**src/rtl/cram_arbiter_if.sv**
```systemverilog
// rtl/cram_arbiter_if.sv - requester, RAM and optional statistics signals of cram_arbiter
// Optional statistics outputs exist only when CRAM_ARB_STATS_EN is defined.
interface cram_arbiter_if #(
  parameter int p_data_width    = 16,
  parameter int p_address_width = 10
);
  logic                       i_w_req_0;
  logic                       i_w_we_0;
  logic [p_address_width-1:0] i_w_address_0;
  logic [p_data_width-1:0]    i_w_in_0;
  logic                       o_r_gnt_0;
  logic                       o_r_rvalid_0;
  logic                       i_w_req_1;
  logic                       i_w_we_1;
  logic [p_address_width-1:0] i_w_address_1;
  logic [p_data_width-1:0]    i_w_in_1;
  logic                       o_r_gnt_1;
  logic                       o_r_rvalid_1;
  logic [p_data_width-1:0]    o_w_rdata;
  logic [p_address_width-1:0] o_r_ram_address;
  logic [p_data_width-1:0]    o_r_ram_in;
  logic                       o_r_ram_we;
  logic                       o_r_ram_oe;
  logic [p_data_width-1:0]    i_w_ram_out;
`ifdef CRAM_ARB_STATS_EN
  logic [15:0]                o_r_gnt_count_0;
  logic [15:0]                o_r_gnt_count_1;
`endif

  // master: requesters plus the cram instance; slave: the arbiter
  modport master (
    output i_w_req_0, i_w_we_0, i_w_address_0, i_w_in_0,
    output i_w_req_1, i_w_we_1, i_w_address_1, i_w_in_1,
    output i_w_ram_out,
    input  o_r_gnt_0, o_r_rvalid_0, o_r_gnt_1, o_r_rvalid_1,
    input  o_w_rdata, o_r_ram_address, o_r_ram_in, o_r_ram_we, o_r_ram_oe
`ifdef CRAM_ARB_STATS_EN
    , input o_r_gnt_count_0, o_r_gnt_count_1
`endif
  );

  modport slave (
    input  i_w_req_0, i_w_we_0, i_w_address_0, i_w_in_0,
    input  i_w_req_1, i_w_we_1, i_w_address_1, i_w_in_1,
    input  i_w_ram_out,
    output o_r_gnt_0, o_r_rvalid_0, o_r_gnt_1, o_r_rvalid_1,
    output o_w_rdata, o_r_ram_address, o_r_ram_in, o_r_ram_we, o_r_ram_oe
`ifdef CRAM_ARB_STATS_EN
    , output o_r_gnt_count_0, o_r_gnt_count_1
`endif
  );
endinterface

```
**src/rtl/cram_arbiter.sv**
```systemverilog
// rtl/cram_arbiter.sv - two-requester round-robin arbiter for the single-port control RAM
// Optional per-requester saturating grant counters: CRAM_ARB_STATS_EN.
module cram_arbiter #(
  parameter int p_data_width    = 16,
  parameter int p_address_width = 10
) (
  input logic          i_w_clk,
  input logic          i_w_reset,
  cram_arbiter_if.slave bus
);
  typedef enum logic [1:0] {IDLE, ACCESS, READ_DATA} state_t;

  state_t state;
  logic   priority_ptr;
  logic   winner;
  logic   write_q;
  logic   pick;

  // With both requesting the pointer decides; otherwise whoever asks wins.
  always_comb begin
    pick = 1'b0;
    if (bus.i_w_req_0 && bus.i_w_req_1) pick = priority_ptr;
    else if (bus.i_w_req_1)             pick = 1'b1;
  end

  always_ff @(posedge i_w_clk or posedge i_w_reset) begin
    if (i_w_reset) begin
      state               <= IDLE;
      priority_ptr        <= 1'b0;
      winner              <= 1'b0;
      write_q             <= 1'b0;
      bus.o_r_gnt_0       <= 1'b0;
      bus.o_r_gnt_1       <= 1'b0;
      bus.o_r_rvalid_0    <= 1'b0;
      bus.o_r_rvalid_1    <= 1'b0;
      bus.o_r_ram_address <= '0;
      bus.o_r_ram_in      <= '0;
      bus.o_r_ram_we      <= 1'b0;
      bus.o_r_ram_oe      <= 1'b0;
    end else begin
      bus.o_r_gnt_0    <= 1'b0;
      bus.o_r_gnt_1    <= 1'b0;
      bus.o_r_rvalid_0 <= 1'b0;
      bus.o_r_rvalid_1 <= 1'b0;
      bus.o_r_ram_we   <= 1'b0;
      bus.o_r_ram_oe   <= 1'b0;
      case (state)
        IDLE: begin
          if (bus.i_w_req_0 || bus.i_w_req_1) begin
            winner              <= pick;
            write_q             <= pick ? bus.i_w_we_1 : bus.i_w_we_0;
            bus.o_r_ram_address <= pick ? bus.i_w_address_1 : bus.i_w_address_0;
            bus.o_r_ram_in      <= pick ? bus.i_w_in_1 : bus.i_w_in_0;
            bus.o_r_ram_we      <= pick ? bus.i_w_we_1 : bus.i_w_we_0;
            bus.o_r_ram_oe      <= pick ? !bus.i_w_we_1 : !bus.i_w_we_0;
            bus.o_r_gnt_0       <= !pick;
            bus.o_r_gnt_1       <= pick;
            state               <= ACCESS;
          end
        end
        ACCESS: begin
          priority_ptr <= !winner;
          if (write_q) begin
            state <= IDLE;
          end else begin
            // Keep oe up while the RAM's registered output is consumed.
            bus.o_r_ram_oe   <= 1'b1;
            bus.o_r_rvalid_0 <= !winner;
            bus.o_r_rvalid_1 <= winner;
            state            <= READ_DATA;
          end
        end
        default: state <= IDLE;
      endcase
    end
  end

  assign bus.o_w_rdata = (state == READ_DATA) ? bus.i_w_ram_out : '0;

`ifdef CRAM_ARB_STATS_EN
  logic [15:0] gnt_count_0_q;
  logic [15:0] gnt_count_1_q;

  always_ff @(posedge i_w_clk or posedge i_w_reset) begin
    if (i_w_reset) begin
      gnt_count_0_q <= 16'h0000;
      gnt_count_1_q <= 16'h0000;
    end else begin
      if (bus.o_r_gnt_0 && gnt_count_0_q != 16'hFFFF) gnt_count_0_q <= gnt_count_0_q + 16'd1;
      if (bus.o_r_gnt_1 && gnt_count_1_q != 16'hFFFF) gnt_count_1_q <= gnt_count_1_q + 16'd1;
    end
  end

  assign bus.o_r_gnt_count_0 = gnt_count_0_q;
  assign bus.o_r_gnt_count_1 = gnt_count_1_q;
`endif
endmodule

```
**src/flat_wrapper.sv**
```systemverilog
// flat-port wrapper written by rule: the top's interface ports become plain ports
module cram_arbiter_flat 
#(
  parameter int p_data_width    = 16,
  parameter int p_address_width = 10
)
  (i_w_clk, i_w_reset, bus_i_w_req_0, bus_i_w_we_0, bus_i_w_address_0, bus_i_w_in_0, bus_i_w_req_1, bus_i_w_we_1, bus_i_w_address_1, bus_i_w_in_1, bus_i_w_ram_out, bus_o_r_gnt_0, bus_o_r_rvalid_0, bus_o_r_gnt_1, bus_o_r_rvalid_1, bus_o_w_rdata, bus_o_r_ram_address, bus_o_r_ram_in, bus_o_r_ram_we, bus_o_r_ram_oe);
  cram_arbiter_if #(.p_data_width(p_data_width), .p_address_width(p_address_width)) bus_i ();
  input logic i_w_clk;
  input logic i_w_reset;
  input wire logic [$bits(bus_i.i_w_req_0)-1:0] bus_i_w_req_0;
  input wire logic [$bits(bus_i.i_w_we_0)-1:0] bus_i_w_we_0;
  input wire logic [$bits(bus_i.i_w_address_0)-1:0] bus_i_w_address_0;
  input wire logic [$bits(bus_i.i_w_in_0)-1:0] bus_i_w_in_0;
  input wire logic [$bits(bus_i.i_w_req_1)-1:0] bus_i_w_req_1;
  input wire logic [$bits(bus_i.i_w_we_1)-1:0] bus_i_w_we_1;
  input wire logic [$bits(bus_i.i_w_address_1)-1:0] bus_i_w_address_1;
  input wire logic [$bits(bus_i.i_w_in_1)-1:0] bus_i_w_in_1;
  input wire logic [$bits(bus_i.i_w_ram_out)-1:0] bus_i_w_ram_out;
  output wire logic [$bits(bus_i.o_r_gnt_0)-1:0] bus_o_r_gnt_0;
  output wire logic [$bits(bus_i.o_r_rvalid_0)-1:0] bus_o_r_rvalid_0;
  output wire logic [$bits(bus_i.o_r_gnt_1)-1:0] bus_o_r_gnt_1;
  output wire logic [$bits(bus_i.o_r_rvalid_1)-1:0] bus_o_r_rvalid_1;
  output wire logic [$bits(bus_i.o_w_rdata)-1:0] bus_o_w_rdata;
  output wire logic [$bits(bus_i.o_r_ram_address)-1:0] bus_o_r_ram_address;
  output wire logic [$bits(bus_i.o_r_ram_in)-1:0] bus_o_r_ram_in;
  output wire logic [$bits(bus_i.o_r_ram_we)-1:0] bus_o_r_ram_we;
  output wire logic [$bits(bus_i.o_r_ram_oe)-1:0] bus_o_r_ram_oe;
  assign bus_i.i_w_req_0 = bus_i_w_req_0;
  assign bus_i.i_w_we_0 = bus_i_w_we_0;
  assign bus_i.i_w_address_0 = bus_i_w_address_0;
  assign bus_i.i_w_in_0 = bus_i_w_in_0;
  assign bus_i.i_w_req_1 = bus_i_w_req_1;
  assign bus_i.i_w_we_1 = bus_i_w_we_1;
  assign bus_i.i_w_address_1 = bus_i_w_address_1;
  assign bus_i.i_w_in_1 = bus_i_w_in_1;
  assign bus_i.i_w_ram_out = bus_i_w_ram_out;
  assign bus_o_r_gnt_0 = bus_i.o_r_gnt_0;
  assign bus_o_r_rvalid_0 = bus_i.o_r_rvalid_0;
  assign bus_o_r_gnt_1 = bus_i.o_r_gnt_1;
  assign bus_o_r_rvalid_1 = bus_i.o_r_rvalid_1;
  assign bus_o_w_rdata = bus_i.o_w_rdata;
  assign bus_o_r_ram_address = bus_i.o_r_ram_address;
  assign bus_o_r_ram_in = bus_i.o_r_ram_in;
  assign bus_o_r_ram_we = bus_i.o_r_ram_we;
  assign bus_o_r_ram_oe = bus_i.o_r_ram_oe;
  cram_arbiter #(.p_data_width(p_data_width), .p_address_width(p_address_width)) u_core (.i_w_clk(i_w_clk), .i_w_reset(i_w_reset), .bus(bus_i));
endmodule
```
**config.mk**
```make
export PLATFORM = sky130hd
export DESIGN_NAME = cram_arbiter_flat
export DESIGN_NICKNAME = d
export VERILOG_FILES = /design/src/rtl/cram_arbiter_if.sv /design/src/rtl/cram_arbiter.sv /design/src/flat_wrapper.sv
export SDC_FILE = /design/constraint.sdc
export NUM_CORES = 1
export LEC_CHECK = 0
export CORE_MARGIN = 5
export CORE_UTILIZATION = 38
export DETAILED_ROUTE_END_ITERATION = 12
export GPL_TIMING_DRIVEN = 0
export MAX_ROUTING_LAYER = met4
export PLACE_DENSITY = 0.89
export SYNTH_ARGS = -nofsm -noshare
export SYNTH_HDL_FRONTEND = slang
export SYNTH_SLANG_ARGS = --single-unit
```
**constraint.sdc**
```tcl
create_clock -name i_w_clk -period 3.13 [get_ports i_w_clk]
set_input_delay 0.7825 -clock i_w_clk [delete_from_list [all_inputs] [get_ports i_w_clk]]
set_output_delay 0.7825 -clock i_w_clk [all_outputs]
set_load 0.1 [all_outputs]
```
### After elaboration in Yosys (flattened, before gate mapping)

Cells that the tools add are included.

| cells by class | value |
|---|---|
| bitwise gates (word level) | 0 |
| reductions and logical operators | 8 |
| add/subtract/negate cells | 0 |
| equal/unequal tests | 3 |
| shifts and indexed selects | 0 |
| order comparisons | 0 |
| muxes and demuxes | 23 |
| $mul | 0 |
| divide/modulo/power cells | 0 |

Operator list:

| cell | count |
|---|---|
| 2-to-1 mux 16 bit | 2 |
| 2-to-1 mux 1 bit | 16 |
| 2-to-1 mux 10 bit | 1 |
| logical NOT 1 bit | 4 |
| 2-to-1 mux 2 bit | 2 |
| case mux 2 bit (2 select lines) | 1 |
| == test 2 x 1 -> 1 bit, second input constant | 1 |
| == test 2 bit, second input constant | 1 |
| logical NOT 2 bit | 1 |
| inequality test 2 x 1 -> 1 bit, second input constant | 1 |
| case mux 1 bit (2 select lines) | 1 |
| AND reduction 2 bit | 1 |
| logical AND 1 bit | 1 |
| logical OR 1 bit | 1 |

| word-level totals | value |
|---|---|
| bits of input ports | 74 |
| memories | 0 |
| output and inout port bits | 48 |
| word-level logic and storage cells | 46 |
| memory bits (writable) | 0 |
| register bits after elaboration | 37 |
| latch bits | 0 |
| ROM bits | 0 |

### Logic depth before layout (Yosys ltp)

| depth | value |
|---|---|
| depth after elaboration | 5 |
| mapped depth | 6 |
| gate-level depth less buffers | 4 |

### Least setup slack after synthesis

OpenSTA, ideal clock, no wires.

| timing | value |
|---|---|
| path kind | register to output |
| start | reg u_core.state[0] |
| end | out bus_o_w_rdata[10] |
| cell stages (with the launch flop) | 4 |
| setup slack | 0.753 ns |
| required time | 2.348 ns |
| path buffers | 1 |
| arrival | 1.594 ns |
| path through | dfrtp_1 > nor2b_1 > clkbuf_1 > and2_1 |

| between the ends | value |
|---|---|
| cells in the longest elaborated chain, start to end | 2 |

RTL lines:

| element | line | RTL |
|---|---|---|
| start, declared | cram_arbiter.sv:13 | `state_t state;` |
| start signal, assigned | cram_arbiter.sv:28 | `state <= IDLE;` |
| start signal, assigned | cram_arbiter.sv:58 | `state <= ACCESS;` |
| start signal, assigned | cram_arbiter.sv:64 | `state <= IDLE;` |
| == test 2 bit | cram_arbiter.sv:78 | `assign bus.o_w_rdata = (state == READ_DATA) ? bus.i_w_ram_out : '0;` |
| 2-to-1 mux 16 bit | cram_arbiter.sv:78 |  |
| end, declared | flat_wrapper.sv:24 | `output wire logic [$bits(bus_i.o_w_rdata)-1:0] bus_o_w_rdata;` |

No other way between the ends.

### Worst setup path in the final report

| timing | value |
|---|---|
| start | in bus_i_w_ram_out[1] |
| end | out bus_o_w_rdata[1] |

| between the ends | value |
|---|---|
| cells in the longest elaborated chain, start to end | 1 |

RTL lines:

| element | line | RTL |
|---|---|---|
| start, declared | flat_wrapper.sv:19 | `input wire logic [$bits(bus_i.i_w_ram_out)-1:0] bus_i_w_ram_out;` |
| 2-to-1 mux 16 bit | cram_arbiter.sv:78 |  |

No other way between the ends.

==> run_results.csv <==
group,metric,value,unit
floorplanning,die_w,78.5,um
synth,yosysWarnings,0,
sta,max-slew-margin-rel,32.3,%
setup_path,reg2reg_depth,5,
clocking,clk_latency,0.29,ns
synth,ys_ff_latch,37,
sta,period_minus_slack,3.03,ns
synth,synth_top_cells_by_area,"dfrtp_1 52%, a31oi_1 6.3%, and2_1 6.0%, a21oi_1 5.3%, o21ai_0 5.3%",
synth,synthMostInstantiatedCell,"dfrtp_1",
synth,synth-edff-count,0,
clocking,cts_tree,"yes",
global_route,grt-ovfl-total,0,
floorplanning,initial_core_util,38.5,%
finish,diodes,0,
clocking,clock_sinks,37,
floorplanning,placementRows,25,
place,placedCellCount,357,
setup_path,crit_path_start_kind,"primary input",
clocking,h-tree-depth,2,
synth,synth_nets,255,
synth,synth_area_per_cell,9.86,um^2
sta,fmax,331,MHz
run_status,status,"complete, no violations",
hold_path,hold_depth,1,
floorplanning,core_area,4630,um^2
clocking,root_buffer,"clkbuf_8",
clocking,cts_resized,17,
floorplanning,die_y,78.5,um
setup_path,worst_ep_arrival_time,2.24,ns
sta,finalCritPeriodShare,96.7,%
finish,area_growth,74.6,%
finish,fillers,389,
finish,instances_no_fill,365,
floorplanning,io_pins,122,
global_route,antenna_found_initial,0,
routing,drt-initial-drc-count,160,
synth,synth_flop_cell,"dfrtp_1",
run,maxCapViolations,0,
place,place.gp.congestion,0.835,
finish,post-route-util,67.3,%
synth,syn_inst,181,
floorplanning,die_area,6170,um^2
setup_path,cp-end-kind,"primary output",
global_route,grt_use_total,21.2,%
place,dpl.hpwl,4990,um
global_route,grt_max_degree,23,
synth,synth_largest_area_cell,"dfrtp_1",
synth,async_reset_ff_share,100,%
clocking,cts_buffer_depth,2,
clocking,post_cts_buffers,0,
sta,worst_pin_slew,1.01,ns
setup_path,required,2.35,ns
sta,slew_viol_final,0,
routing,drc,0,
sta,setup_violations,0,
synth,synth-seq-area-share,51.9,%
synth,synth_cell_types,24,
synth,synth_area,1780,um^2
global_route,grt_pass1_vias,1977,
routing,vias_per_cell,5.36,
routing,ant_nets,0,
routing,via_count,1955,
sta,report.final.hold_viol_count,0,
clocking,cts_hold_buf,0,
synth,yosys-top-cells-count,"37 x dfrtp_1, 19 x a21oi_1, 19 x o21ai_0",
global_route,grt_pass1_wl,9960,um
setup_path,crit_fanout,1,
sta,rsz0062_at_grt,"false",
place,numPortBuffers,121,
finish,final_nets,384,
routing,drt_pass1_iterations,4,
sta,fin_skew,0.00696,ns
clocking,cts.clk_slew.worst_paths,0.07,ns
clocking,numCtsBuffers,5,
hold_path,hold_class,"reg -> reg",
setup_path,worstSetupPathType,"in -> out",
synth,yosys.area.top_type_share,51.9,%
routing,wl_per_cell,17.4,um
routing,totalWireLength,6340,um
finish,drive_gt1_share,10.3,%
-- path summary, 6_finish.rpt --
| path | from | end | slack (ns) |
|---|---|---|---|
| worst max-delay path | bus_i_w_ram_out[1] | bus_o_w_rdata[1] | 0.10 |
| worst min-delay path | u_core.write_q | u_core.bus.o_r_rvalid_0 | 0.48 |
| worst max register to register | u_core.state[0] | u_core.bus.o_r_ram_in[13] | 1.57 |
| worst min register to register | u_core.write_q | u_core.bus.o_r_rvalid_0 | 0.48 |
| max in group asynchronous | i_w_reset | u_core.bus.o_r_ram_in[11] | 1.54 |
| min in group asynchronous | i_w_reset | u_core.bus.o_r_ram_in[15] | 1.00 |
-- stage by stage --
| step | setup slack (ns) | cell area (um^2) | TNS, ns | hold WS, ns |
|---|---|---|---|---|
| CTS | 0.00313 | 3150 | 0 | 0.478 |
| global placement | -0.181 | 3060 | -2.02 | 0.455 |
| global route | 0.0675 | 3120 | 0 | 0.501 |
| floorplan | 0.753 | 1780 | 0 | 0.436 |
| detailed placement | -0.185 | 3090 | -2.24 | 0.467 |
| finish | 0.104 | 3120 | 0 | 0.482 |
-- placed cells by master (no fill, tap or decap), types with 3 or more instances in the layout --
cell type        instances
a21boi_0                 7
a21oi_1                 19
a221o_1                  9
a31oi_1                 18
and2_1                  17
buf_2                    9
buf_6                    3
clkbuf_1                 7
clkbuf_2                10
clkbuf_8                 5
clkdlybuf4s50_1        105
dfrtp_1                 37
dlygate4sd2_1            6
nand3_1                 18
o21ai_0                 19
-- cell type report --
| type | count | area, um^2 | area share [%] |
|---|---|---|---|
| clock inverter | 2 | 10.0 | 0.321 |
| timing repair buffer | 122 | 1180 | 37.9 |
| tap | 54 | 67.6 | 2.17 |
| clock buffer | 6 | 72.6 | 2.33 |
| sequential | 37 | 926 | 29.7 |
| inverter | 3 | 11.3 | 0.361 |
| multi-input combinational | 123 | 746 | 23.9 |
| buffer | 18 | 101 | 3.25 |
-- critical path: stages --
cell,delay (ns)
clkdlybuf4s50_1,0.47
and2_1,0.14
dlygate4sd2_1,0.85
-- logic make-up after synthesis --
group	after synthesis	synth area share, %
flops	37	51.9
compound gates	77	27.3
simple gates	46	14.5
buf+inv	21	6.31
-- sequential cells by signal, summed over array words and instances (netlist names) --
signal                      count
u_core.bus.o_r_ram_address     10
u_core.write_q                  1
u_core.bus.o_r_ram_we           1
u_core.bus.o_r_gnt_1            1
u_core.state                    2
u_core.winner                   1
u_core.bus.o_r_rvalid_1         1
u_core.bus.o_r_ram_in          16
u_core.bus.o_r_gnt_0            1
u_core.bus.o_r_rvalid_0         1
u_core.priority_ptr             1
u_core.bus.o_r_ram_oe           1
-- per-layer routing --
metal  vias to the layer above  share of wire [%]  routed length, um  track usage, %
li1                        923                  -                  -               -
met1                       911                 38               2440            23.6
met2                       108                 51               3220            36.6
met3                        13                9.0                568            6.31
met4                         0                1.7                107            6.47
met5                         -                  0                  0               -
Power is not shown: default switching activity piles up to over one toggle a cycle in this logic, so the estimate is an artifact.
